File: src/rtl/cpu_defs_pkg.sv
// cpu_defs_pkg: opcodes, ALU op codes, ID-stage FSM states and the control bundle.
package cpu_defs_pkg;
  localparam logic [5:0] OP_RTYPE  = 6'h00;
  localparam logic [5:0] OP_REGIMM = 6'h01;
  localparam logic [5:0] OP_J      = 6'h02;
  localparam logic [5:0] OP_JAL    = 6'h03;
  localparam logic [5:0] OP_BEQ    = 6'h04;
  localparam logic [5:0] OP_BNE    = 6'h05;
  localparam logic [5:0] OP_ADDI   = 6'h08;
  localparam logic [5:0] OP_ADDIU  = 6'h09;
  localparam logic [5:0] OP_SLTI   = 6'h0a;
  localparam logic [5:0] OP_SLTIU  = 6'h0b;
  localparam logic [5:0] OP_ANDI   = 6'h0c;
  localparam logic [5:0] OP_ORI    = 6'h0d;
  localparam logic [5:0] OP_LUI    = 6'h0f;
  localparam logic [5:0] OP_LW     = 6'h23;
  localparam logic [5:0] OP_LBU    = 6'h24;
  localparam logic [5:0] OP_LHU    = 6'h25;
  localparam logic [5:0] OP_SB     = 6'h28;
  localparam logic [5:0] OP_SH     = 6'h29;
  localparam logic [5:0] OP_SW     = 6'h2b;
  localparam logic [5:0] FN_MULT   = 6'h18;
  localparam logic [5:0] FN_MULTU  = 6'h19;
  localparam logic [5:0] FN_DIV    = 6'h1a;
  localparam logic [5:0] FN_DIVU   = 6'h1b;
  typedef enum logic [3:0] {ALU_ADD, ALU_SUB, ALU_FUNCT, ALU_OR, ALU_AND, ALU_SLT} alu_op_e;
  typedef enum logic [1:0] {RUN, MD_WAIT, TRAP} state_t;
  typedef struct packed {
    logic    illegal;
    logic    reg_dst;
    logic    alu_src;
    logic    mem_to_reg;
    logic    reg_write;
    logic    mem_read;
    logic    mem_write;
    logic    branch;
    logic    branch_ne;
    logic    jump;
    logic    store_pc;
    logic    lui_sig;
    alu_op_e alu_op;
  } ctrl_t;
endpackage

File: src/rtl/id_ctrl_decode.sv
// id_ctrl_decode: combinational opcode/funct to control-bundle table.
// REGIMM_EN enables bltz/bgez decode on opcode 0x01.
module id_ctrl_decode
  import cpu_defs_pkg::*;
(
  input  logic [5:0] opcode,
  input  logic [5:0] funct,
  input  logic [4:0] rt,
  output ctrl_t      ctrl,
  output logic       is_mult,
  output logic       is_div
);
`ifndef REGIMM_EN
  logic unused_rt;
  assign unused_rt = ^rt;
`endif
  assign is_mult = opcode == OP_RTYPE && (funct == FN_MULT || funct == FN_MULTU);
  assign is_div  = opcode == OP_RTYPE && (funct == FN_DIV || funct == FN_DIVU);
  always_comb begin
    ctrl = '0;
    case (opcode)
      OP_RTYPE: begin
        ctrl.reg_dst   = 1'b1;
        ctrl.reg_write = 1'b1;
        ctrl.alu_op    = ALU_FUNCT;
      end
      OP_LW, OP_LBU, OP_LHU: begin
        ctrl.alu_src    = 1'b1;
        ctrl.mem_to_reg = 1'b1;
        ctrl.reg_write  = 1'b1;
        ctrl.mem_read   = 1'b1;
      end
      OP_SW, OP_SB, OP_SH: begin
        ctrl.alu_src   = 1'b1;
        ctrl.mem_write = 1'b1;
      end
      OP_BEQ, OP_BNE: begin
        ctrl.branch    = 1'b1;
        ctrl.branch_ne = opcode == OP_BNE;
        ctrl.alu_op    = ALU_SUB;
      end
      OP_J, OP_JAL: begin
        ctrl.jump      = 1'b1;
        ctrl.reg_write = opcode == OP_JAL;
        ctrl.store_pc  = opcode == OP_JAL;
      end
      OP_ORI, OP_ANDI, OP_ADDI, OP_ADDIU, OP_SLTI, OP_SLTIU, OP_LUI: begin
        ctrl.alu_src   = 1'b1;
        ctrl.reg_write = 1'b1;
        ctrl.lui_sig   = opcode == OP_LUI;
        ctrl.alu_op    = opcode == OP_ORI ? ALU_OR :
                         opcode == OP_ANDI ? ALU_AND :
                         (opcode == OP_SLTI || opcode == OP_SLTIU) ? ALU_SLT : ALU_ADD;
      end
`ifdef REGIMM_EN
      OP_REGIMM: begin
        ctrl.illegal   = rt > 5'd1;
        ctrl.branch    = rt <= 5'd1;
        ctrl.branch_ne = rt == 5'd1;
        ctrl.alu_op    = rt <= 5'd1 ? ALU_SLT : ALU_ADD;
      end
`endif
      default: ctrl.illegal = 1'b1;
    endcase
  end
endmodule

File: src/rtl/id_ctrl_pipe.sv
// id_ctrl_pipe: registered, handshaked ID-stage main control with MULT/DIV lockout and illegal trap.
// Optional REGIMM_EN macro enables bltz/bgez decode in the table.
module id_ctrl_pipe
  import cpu_defs_pkg::*;
#(
  parameter int ALUOP_W     = 4,
  parameter int MULT_CYCLES = 4,
  parameter int DIV_CYCLES  = 32,
  parameter int CNT_W       = 6
) (
  input  logic               clk,
  input  logic               rst_n,
  input  logic               in_valid,
  output logic               in_ready,
  input  logic [5:0]         opcode,
  input  logic [5:0]         funct,
  input  logic [4:0]         rt,
  input  logic               flush,
  output logic               out_valid,
  input  logic               out_ready,
  output logic               reg_dst,
  output logic               alu_src,
  output logic               mem_to_reg,
  output logic               reg_write,
  output logic               mem_read,
  output logic               mem_write,
  output logic               branch,
  output logic               branch_ne,
  output logic               jump,
  output logic               store_pc,
  output logic               lui_sig,
  output logic [ALUOP_W-1:0] alu_op,
  output logic               md_busy,
  output logic               illegal
);
  ctrl_t            dec;
  ctrl_t            ctrl_q;
  state_t           state;
  logic [CNT_W-1:0] cnt;
  logic             is_mult;
  logic             is_div;
  logic             accept;
  id_ctrl_decode u_decode (
    .opcode  (opcode),
    .funct   (funct),
    .rt      (rt),
    .ctrl    (dec),
    .is_mult (is_mult),
    .is_div  (is_div)
  );
  assign in_ready = state == RUN && (!out_valid || out_ready) && !flush;
  assign accept   = in_valid && in_ready;
  assign md_busy  = state == MD_WAIT;
  assign {illegal, reg_dst, alu_src, mem_to_reg, reg_write, mem_read, mem_write,
          branch, branch_ne, jump, store_pc, lui_sig} = ctrl_q[$bits(ctrl_t)-1:$bits(alu_op_e)];
  assign alu_op = ALUOP_W'(ctrl_q.alu_op);
  // The counter is loaded with N-1 so that MD_WAIT lasts exactly N cycles.
  always_ff @(posedge clk or negedge rst_n) begin
    if (!rst_n) begin
      state     <= RUN;
      cnt       <= '0;
      out_valid <= 1'b0;
      ctrl_q    <= '0;
    end else if (flush) begin
      state     <= RUN;
      cnt       <= '0;
      out_valid <= 1'b0;
    end else if (accept) begin
      ctrl_q    <= dec;
      out_valid <= 1'b1;
      state     <= dec.illegal ? TRAP : (is_mult || is_div) ? MD_WAIT : RUN;
      cnt       <= is_div ? CNT_W'(DIV_CYCLES - 1) : is_mult ? CNT_W'(MULT_CYCLES - 1) : '0;
    end else begin
      out_valid <= out_valid && !out_ready;
      if (state == MD_WAIT) begin
        state <= cnt == '0 ? RUN : MD_WAIT;
        cnt   <= cnt == '0 ? '0 : cnt - 1'b1;
      end
    end
  end
endmodule
File: config.mk
export PLATFORM = sky130hd
export DESIGN_NAME = id_ctrl_pipe
export DESIGN_NICKNAME = d
export VERILOG_FILES = /design/src/rtl/cpu_defs_pkg.sv /design/src/rtl/id_ctrl_decode.sv /design/src/rtl/id_ctrl_pipe.sv
export SDC_FILE = /design/constraint.sdc
export NUM_CORES = 1
export LEC_CHECK = 0
export BUFFER_PORTS_ARGS = -buffer_cell sky130_fd_sc_hd__buf_2
export CELL_PAD_IN_SITES_DETAIL_PLACEMENT = 0
export CELL_PAD_IN_SITES_GLOBAL_PLACEMENT = 1
export CORE_UTILIZATION = 25
export CTS_CLUSTER_SIZE = 8
export DETAILED_ROUTE_END_ITERATION = 8
export GPL_TIMING_DRIVEN = 0
export PLACE_DENSITY = 0.67
export SLEW_MARGIN = 20
export SYNTH_ARGS = -nofsm -noshare
export SYNTH_HDL_FRONTEND = slang
export SYNTH_SLANG_ARGS = --single-unit
File: constraint.sdc
create_clock -name clk -period 2.05 [get_ports clk]
set_input_delay 0.41 -clock clk [delete_from_list [all_inputs] [get_ports clk]]
set_output_delay 0.41 -clock clk [all_outputs]
set_load 0.005 [all_outputs]
==> results of run 1 <==
## power by group
part / switching (uW) / internal (uW) / total (uW)
sequential: 81.0 / 545 / 626
clock: 154 / 139 / 293
combinational: 365 / 269 / 633
total: 600 / 953 / 1550
## critical path, delay by kind of cell (launching register included)
kind             cells  cell delay [ns]
AND/OR/NAND/NOR      3             0.79
AO/OA/AOI/OAI        2             0.61
flip-flops           1             0.49
## final timing paths
path,startpoint,end,slack [ns],depth (start not counted)
hold / removal,rst_n,cnt[3],0.12,1
hold reg to reg,alu_op[2],alu_op[2],0.48,2
setup reg to reg,state[1],cnt[0],0.12,5
max in group asynchronous,rst_n,alu_op[0],1.57,1
setup / recovery,state[1],cnt[0],0.12,5
min in group clk,flush,out_valid,0.35,2
## final cells by class
cell class / instances / share of cell area [%]
Clock buffer: 4 / 2.71
Multi-Input combinational cell: 117 / 42.5
Inverter: 7 / 1.58
Sequential cell: 23 / 34.6
Buffer: 13 / 3.99
Tap cell: 70 / 5.27
Timing Repair Buffer: 31 / 9.33
## layout by cell type (no fill, tap or decap), types with 2 or more instances in the layout
cell type / netlist / final
a21oi_1: 8 / 8
buf_4: 2 / 2
nor2b_1: 2 / 2
a22o_1: 2 / 2
a21o_1: 2 / 2
dfrtp_1: 23 / 23
clkbuf_1: 9 / 9
nand2b_1: 3 / 3
nand2_1: 33 / 33
nor4_1: 2 / 2
ha_1: 2 / 2
or3_1: 2 / 2
inv_1: 7 / 7
buf_2: 1 / 32
clkbuf_8: 0 / 3
nand3b_1: 2 / 2
nor3_1: 3 / 3
o41ai_1: 2 / 2
o31ai_1: 3 / 3
nand3_1: 3 / 3
o211ai_1: 2 / 2
nor2_1: 8 / 8
o21ai_0: 15 / 15
## stage by stage
stage | instances | worst slack [ns]
floorplan | 160 | 0.198
global placement | 261 | -0.0546
detailed placement | 261 | -0.0375
CTS | 265 | 0.0326
global route | 265 | 0.0197
finish | 265 | 0.117
## cell families after synthesis
group | Yosys count
mux | 1
other cells | 1
fa+ha+maj | 2
buf+inv | 20
simple gates | 68
flops | 23
compound gates | 45
## layer usage
| layer | up-vias | GRT usage (%) |
|---|---|---|
| li1 | 633 | - |
| met1 | 586 | 20.7 |
| met2 | 46 | 20.0 |
| met3 | 2 | 2.12 |
| met4 | 0 | 5.76 |
| met5 | - | 0 |
## what timing repair did
item / in CTS / in global routing
gates resized for setup: 0 / 3
endpoints found under the setup margin: 0 / 13
endpoints found under the hold margin: 0 / 0
setup buffers: 0 / 0
==> reports/qor.txt, run 1 <==
Synth unique cells -> 46
Worst min-delay path class -> in2async
Synth Area in XOR/XNOR -> 0%
Crit-path slowest cell -> dfrtp_1
Mean Syn Cell Area -> 8.51 sq um
Routed vias -> 1267
CTS sink count -> 23
CP required -> 2.26 ns
Number of hold-repair buffers added at the cts stage -> 0
Htree depth -> 1
First DRT Iteration DRCs -> 45
Initial Util -> 26.3%
Synth area leader -> dfrtp_1
Clock transition at the registers of the reported paths -> 0.09 ns
Max frequency -> 0.517 GHz
N_diodes -> 0
Arrival @ worst endpoint -> 2.14 ns
Yosys reg bits -> 23
Post-layout util -> 32.1%
Die X-Extent -> 75.8 microns
Metal-1 WL -> 1800 microns
Total of max-cap violations -> 0
Final hold vios -> 0
Final hold slack -> 0.117 ns
VDD IR max -> 317 uV
PwrDens -> 934 mW/mm^2
Critical path fanouts, max -> 7
CP Capture Type -> flop
Clock Tree Root -> clkbuf_8
CTS Buf Count -> 3
Gr ovfl total -> 0
Largest Register -> cnt
WL met3 -> 207 microns
DR vias/cell -> 4.78
Slew Limit Fails -> 0
GRT Util Overall -> 14.0%
Leak -> 0.000774 uW
Max-slew headroom -> 54.3%
Prevailing post-synth register cell -> dfrtp_1
Vias in the first global route -> 1194
Io pins -> 41
Number of routed nets with antenna violations -> 0
Routed wl met2 -> 1580 microns
Initial antenna violation count -> 0
Max incr delay on CP -> 0.49 ns
Area contributors post-synth -> dfrtp_1 (42%), nand2_1 (9.1%), o21ai_0 (5.5%)
Num rows -> 26
Status -> finished, final reports clean
Complex-gate fraction of the synthesized area -> 21.9%
Syn nets -> 184
Placed Instance Area -> 0.00160 sq mm
Critical-path cell list -> nor2_4 -> nand4b_4 -> or3_1 -> a2111oi_4 -> a22o_1
Worst Path Class, Setup -> reg2reg
Post-route cell area -> 0.00166 sq mm
WL final -> 3620 microns
Final setup TNS -> 0 ns
PortBufs -> 31
First-pass GRT wire length -> 5900 microns
Final Skew -> 0.00297 ns
Count leader, synth -> nand2_1
RSZ-0062 raised after global routing -> no
Largest net degree at the start of global routing -> 24
CTS tree -> yes
Worst Tran Pin Value -> 0.668 ns
Fillers -> 551
Routability cong. -> 0.795
Final #Nets -> 220
Total design power -> 1550 uW
Multi-input logic area -> 707 sq um
Seq/Total Area, Yosys -> 42.3%
DRC errors left -> 0
Post-synth top area share -> 42.3%
Setup Viol. Count Final -> 0
Worst-Skew Late Latency -> 0.26 ns
Mapped Cells -> 160
Largest register FFs -> 6
Uppermost layer routed -> met4
Synthesized-area fraction occupied by adder cells -> 1.84%
Tmin final -> 1.93 ns
Yosys Warn Count -> 0
Startpoint Class -> flop
Largest buffer count on any clock path -> 2
Iteration count of the initial detailed-routing pass -> 4
Register area -> 576 sq um
DP HPWL -> 2640 microns
Area Growth Syn to Fin -> 22.2%
Detail-routed net length per standard cell -> 13.6 microns
Final period utilization -> 94.3%
CORE AREA -> 0.00517 sq mm
Async SR Flop Fraction -> 100%
Top cells by count, synth -> nand2_1 (33), dfrtp_1 (23), o21ai_0 (15), clkbuf_1 (9)
Mux cell area share after synthesis -> 0.735%
Largest family of logic cells by synthesized area -> simple AND/OR/NAND/NOR gates
Simple logic cell fraction of the synthesized area -> 26.3%
Post-Syn Area -> 0.00136 sq mm
Number of flops mapped to enable cells by yosys -> 0
DIE AREA -> 0.00574 sq mm
Share of cells above drive strength 1 -> 22.1%
Die H -> 75.8 microns
Power figures use the tool's default switching activity.
==> run 2: changes to the inputs <==
PLACE_DENSITY = unset   (was 0.67)
PLACE_DENSITY_LB_ADDON = 0.1   (was unset)
==> run 2 against run 1 <==
Against the previous run: sequential share of layout area barely moved; first-iteration DRC count is 11% lower; global-route usage rose by 0.40 points; critical path depth is the same; hold slack better by 0.0051 ns; setup slack improved by 0.028 ns; total power rose by 0.21%; clock power increased by 1%; via count up 2.3%; routed wire length is 3.2% higher; largest power group unchanged.
==> reports/qor.txt, run 2 (synthesis gave the netlist of run 1 again) <==
Fillers -> 572 (was 551)
Largest net degree at the start of global routing -> 24 (unchanged)
Critical-path cell list -> clkbuf_1 -> nand4b_4 -> or3_1 -> a2111oi_4 -> a22o_1 (was nor2_4 -> nand4b_4 -> or3_1 -> a2111oi_4 -> a22o_1)
Worst min-delay path class -> in2async (unchanged)
Routed vias -> 1296 (was 1267)
Most frequent cells in the layout -> nand2_1 (33), buf_2 (32), dfrtp_1 (22) (was nand2_1 (33), buf_2 (32), dfrtp_1 (23))
Buf+Inv Stages, Crit Path -> 1 (was 0)
Largest Register -> cnt (unchanged)
Max-slew headroom -> 61.7% (was 54.3%)
First-pass GRT wire length -> 6140 microns (was 5900 microns)
CORE AREA -> 0.00517 sq mm (unchanged)
CTS sink count -> 23 (unchanged)
Setup Viol. Count Final -> 0 (unchanged)
Worst Tran Pin Value -> 0.560 ns (was 0.668 ns)
Initial Util -> 26.3% (unchanged)
Tmin final -> 1.90 ns (was 1.93 ns)
Psw -> 601 uW (was 600 uW)
Worst Path Class, Setup -> reg2reg (unchanged)
DRC errors left -> 0 (unchanged)
Total of max-cap violations -> 0 (unchanged)
Initial antenna violation count -> 0 (unchanged)
Setup Fix Bufs, Post-CTS -> 0 (unchanged)
Io pins -> 41 (unchanged)
Logic pwr share -> 40.5% (was 40.8%)
Startpoint Class -> flop (unchanged)
Switching Fraction -> 38.6% (about the same)
Finished Layout Cells -> 265 (unchanged)
Arrival @ worst endpoint -> 2.11 ns (was 2.14 ns)
Critical Path Start -> state[0] (was state[1])
Largest buffer count on any clock path -> 2 (unchanged)
Final setup TNS -> 0 ns (unchanged)
Final #Nets -> 220 (unchanged)
N_diodes -> 0 (unchanged)
Seq pwr share -> 40.4% (was 40.3%)
Final hold vios -> 0 (unchanged)
Vias in the first global route -> 1234 (was 1194)
Internal power -> 955 uW (was 953 uW)
Post-layout util -> 32.2% (was 32.1%)
Final Skew -> 0.00176 ns (was 0.00297 ns)
RSZ-0062 raised after global routing -> no (unchanged)
RR Startpoint -> state[0] (was state[1])
Clock Tree Root -> clkbuf_8 (unchanged)
Max incr delay on CP -> 0.44 ns (was 0.49 ns)
VDD IR max -> 317 uV (about the same)
CP Capture Type -> flop (unchanged)
First DRT Iteration DRCs -> 40 (was 45)
PwrDens -> 934 mW/mm^2 (about the same)
Most common cell after layout, fill and taps aside -> nand2_1 (unchanged)
GRT Util Overall -> 14.4% (was 14.0%)
Final period utilization -> 92.9% (was 94.3%)
Iteration count of the initial detailed-routing pass -> 5 (was 4)
CP required -> 2.26 ns (about the same)
Slew Limit Fails -> 0 (unchanged)
CTS tree -> yes (unchanged)
WL final -> 3730 microns (was 3620 microns)
Leak -> 0.000776 uW (was 0.000774 uW)
Area Growth Syn to Fin -> 22.3% (was 22.2%)
Share of cells above drive strength 1 -> 23.1% (was 22.1%)
Clock power frac -> 19.1% (was 18.9%)
Gr ovfl total -> 0 (unchanged)
Largest register FFs -> 6 (unchanged)
Max frequency -> 0.525 GHz (was 0.517 GHz)
DIE AREA -> 0.00574 sq mm (unchanged)
Placed insts -> 261 (unchanged)
Crit path max-delay family -> simple AND/OR/NAND/NOR gates (unchanged)
Post-CTS resize count -> 0 (unchanged)
Num rows -> 26 (unchanged)
PortBufs -> 31 (unchanged)
Number of hold-repair buffers added at the cts stage -> 0 (unchanged)
Critical path fanouts, max -> 9 (was 7)
Die X-Extent -> 75.8 microns (unchanged)
Status -> finished, final reports clean (unchanged)
Die H -> 75.8 microns (unchanged)
Worst-Skew Late Latency -> 0.27 ns (was 0.26 ns)
Number of routed nets with antenna violations -> 0 (unchanged)
CTS Buf Count -> 3 (unchanged)
DR vias/cell -> 4.89 (was 4.78)
Detail-routed net length per standard cell -> 14.1 microns (was 13.6 microns)
DP HPWL -> 2850 microns (was 2640 microns)
Htree depth -> 1 (unchanged)
Routability cong. -> 0.793 (was 0.795)
Clock transition at the registers of the reported paths -> 0.09 ns (about the same)
Crit-path slowest cell -> or3_1 (was dfrtp_1)
## run 2: cell counts in the layout (fill, tap and decap cells not counted)
No cell type changed its count.
## run 2: power groups by stage
stage | Combinational (uW) | Sequential, uW | Clock [uW]
2_1_floorplan | 432 | 620 | 0
5_1_grt | 719 | 647 | 321
3_3_place_gp | 602 | 629 | 0
6_report | 630 | 629 | 297
4_1_cts | 618 | 627 | 306
3_5_place_dp | 617 | 632 | 0
## run 2: final timing paths
path	endpoint	cells after the start	slack [ns]
max	cnt[1]	5	0.15
min	jump	1	0.12
max reg2reg	cnt[1]	5	0.15
min reg2reg	mem_write	2	0.48
max in group asynchronous	state[1]	1	1.52
min in group clk	out_valid	2	0.35
## run 2: per-stage QoR
step                      cell area [sq um]  power (uW)  hold WS [ns]  worst slack (ns)
after detailed placement               1600        1250         0.441           -0.0805
final                                  1670        1560         0.122             0.146
after CTS                              1650        1550         0.144           0.00766
after global routing                   1670        1690         0.157          0.000736
after global placement                 1600        1230         0.423           -0.0392
after floorplan                        1360        1050         0.114             0.198
## run 2: final cells by class
cell class,instances,area [sq um],area share (%)
buffer,13,67.6,4.06
clock buffer,4,45.0,2.70
inverter,7,26.3,1.58
multi-input combinational,117,707,42.4
sequential,23,577,34.6
tap,70,87.6,5.26
timing repair buffer,31,155,9.32
## run 2: per-layer routing
layer | track usage, % | vias up | part of all wire, %
li1 | - | 637 | -
met1 | 20.2 | 605 | 50
met2 | 21.1 | 46 | 43
met3 | 3.04 | 8 | 5.4
met4 | 6.17 | 0 | 1.9
met5 | 0 | - | 0
==> run 3: changes to the inputs <==
CELL_PAD_IN_SITES_DETAIL_PLACEMENT = 1   (was 0)
CELL_PAD_IN_SITES_GLOBAL_PLACEMENT = 2   (was 1)
GPL_TIMING_DRIVEN = unset   (was 0)
==> run 3 against run 2 <==
Against the previous run: clock-buffer cell count unchanged; clock skew up 0.0014 ns; non-clock buffer count grew 3; register-to-register slack gained 0.04 ns; sequential cell count did not move; critical path depth unchanged; first-iteration DRC count grew 38%; sequential power about the same; global-route usage up 1.3 points; hold slack improved by 0.011 ns; critical endpoint is now cnt[0]; largest power group unchanged; highest routed layer unchanged.
==> reports/qor.txt, run 3 (synthesis gave the netlist of run 1 again) <==
Status -> finished, final reports clean (unchanged)
Arrival @ worst endpoint -> 2.07 ns (was 2.11 ns)
VDD IR max -> 264 uV (was 317 uV)
CORE AREA -> 0.00517 sq mm (unchanged)
RSZ-0062 raised after global routing -> no (unchanged)
Leak -> 0.000816 uW (was 0.000776 uW)
Detail-routed net length per standard cell -> 15.0 microns (was 14.1 microns)
Startpoint Class -> flop (unchanged)
DIE AREA -> 0.00574 sq mm (unchanged)
Worst min-delay path class -> in2async (unchanged)
Total of max-cap violations -> 0 (unchanged)
Post-CTS resize count -> 0 (unchanged)
Largest net degree at the start of global routing -> 24 (unchanged)
First-pass GRT wire length -> 6640 microns (was 6140 microns)
Die H -> 75.8 microns (unchanged)
GRT Util Overall -> 15.7% (was 14.4%)
PortBufs -> 33 (was 31)
Worst Path Class, Setup -> reg2reg (unchanged)
CP Capture Point -> cnt[0] (was cnt[1])
Worst Tran Pin Value -> 0.568 ns (was 0.560 ns)
Tmin final -> 1.87 ns (was 1.90 ns)
Final period utilization -> 91.1% (was 92.9%)
Io pins -> 41 (unchanged)
RR Startpoint -> state[1] (was state[0])
WL final -> 4010 microns (was 3730 microns)
Final setup margin -> 0.182 ns (was 0.146 ns)
Max frequency -> 0.535 GHz (was 0.525 GHz)
N_diodes -> 0 (unchanged)
CP Capture Type -> flop (unchanged)
CTS sink count -> 23 (unchanged)
CP required -> 2.25 ns (was 2.26 ns)
Setup Fix Bufs, Post-CTS -> 0 (unchanged)
Gr ovfl total -> 0 (unchanged)
Final Skew -> 0.00313 ns (was 0.00176 ns)
DR vias/cell -> 4.94 (was 4.89)
Initial antenna violation count -> 0 (unchanged)
DP HPWL -> 3060 microns (was 2850 microns)
Largest Register -> cnt (unchanged)
Critical path fanouts, max -> 4 (was 9)
Routed vias -> 1323 (was 1296)
Clock transition at the registers of the reported paths -> 0.08 ns (was 0.09 ns)
Setup Viol. Count Final -> 0 (unchanged)
Largest buffer count on any clock path -> 2 (unchanged)
Routability cong. -> 0.728 (was 0.793)
Register-to-Register Path Depth -> 5 (unchanged)
Final hold vios -> 0 (unchanged)
Max-slew headroom -> 62.1% (was 61.7%)
Vias in the first global route -> 1307 (was 1234)
Share of cells above drive strength 1 -> 27.3% (was 23.1%)
Htree depth -> 1 (unchanged)
Critical Path Start -> state[1] (was state[0])
Die X-Extent -> 75.8 microns (unchanged)
Total design power -> 1550 uW (was 1560 uW)
Worst reg-to-reg setup slack -> 0.18 ns (was 0.15 ns)
Number of routed nets with antenna violations -> 0 (unchanged)
DRC errors left -> 0 (unchanged)
PwrDens -> 913 mW/mm^2 (was 934 mW/mm^2)
Largest register FFs -> 6 (unchanged)
CTS Buf Count -> 3 (unchanged)
Final #Nets -> 223 (was 220)
Pre-CTS setup slack -> -0.0216 ns (was -0.0805 ns)
First DRT Iteration DRCs -> 55 (was 40)
CTS tree -> yes (unchanged)
Iteration count of the initial detailed-routing pass -> 4 (was 5)
Clock Tree Root -> clkbuf_8 (unchanged)
Num rows -> 26 (unchanged)
Slew Limit Fails -> 0 (unchanged)
Worst-Skew Late Latency -> 0.26 ns (was 0.27 ns)
Number of hold-repair buffers added at the cts stage -> 0 (unchanged)
R2R Path End -> cnt[0] (was cnt[1])
Most frequent cells in the layout -> nand2_1 (33), buf_2 (33), dfrtp_1 (23) (was nand2_1 (33), buf_2 (32), dfrtp_1 (22))
Area Growth Syn to Fin -> 24.8% (was 22.3%)
Initial Util -> 26.3% (unchanged)
run 3: changes by cell type in the layout (fill, tap and decap cells not counted), sizes merged:
| cell | before | now |
|---|---|---|
| clkbuf | 13 | 4 |
| buf | 35 | 47 |
run 3: power breakdown:
group,internal (uW),total [uW],leakage (uW),switching [uW]
clock network,139,288,0.0000228,150
logic,277,634,0.000480,357
registers,546,628,0.000313,82.1
total,962,1550,0.000816,589
run 3: how the worst min path moves through the flow:
stage                     startpoint        end  cells after the start
final                          rst_n    alu_src                      1
after global routing           rst_n    alu_src                      1
after CTS                      rst_n     cnt[2]                      1
after detailed placement       rst_n    alu_src                      1
after global placement         rst_n   store_pc                      1
after floorplan                rst_n  alu_op[0]                      0
run 3: critical path, cell delays in order (launching register included):
cell and delay [ns]:
dfrtp_1 0.42, nor2_4 0.15, nand4b_4 0.11, or3_1 0.39, a2111oi_2 0.53, a22o_1 0.21
run 3: metal layers:
layer  wire length (microns)  part of all wire, %  track usage, %  up-vias
met5                       0                    0               0        -
met4                      17                 0.42            3.70        0
met3                     197                  4.9            3.31        2
met2                    1770                   44            23.3       41
met1                    2030                   51            23.0      637
li1                        -                    -               -      643
run 3: layout make-up:
cell class                 count  area [sq um]
clock buffer                   4          45.0
fill                         630          3470
inverter                       7          26.3
multi-input combinational    117           694
sequential                    23           576
tap                           70          87.6
timing repair buffer          47           270
run 3: through the flow:
step,hold slack [ns],TNS (ns),util (%),instances,instance area [sq um]
after floorplan,0.114,0,-,160,1360
after CTS,0.146,0,32.8,268,1700
final,0.133,0,32.8,268,1700
after global routing,0.167,0,32.8,268,1700
after detailed placement,0.442,-0.0334,32.0,264,1650
after global placement,0.431,0,32.0,264,1650
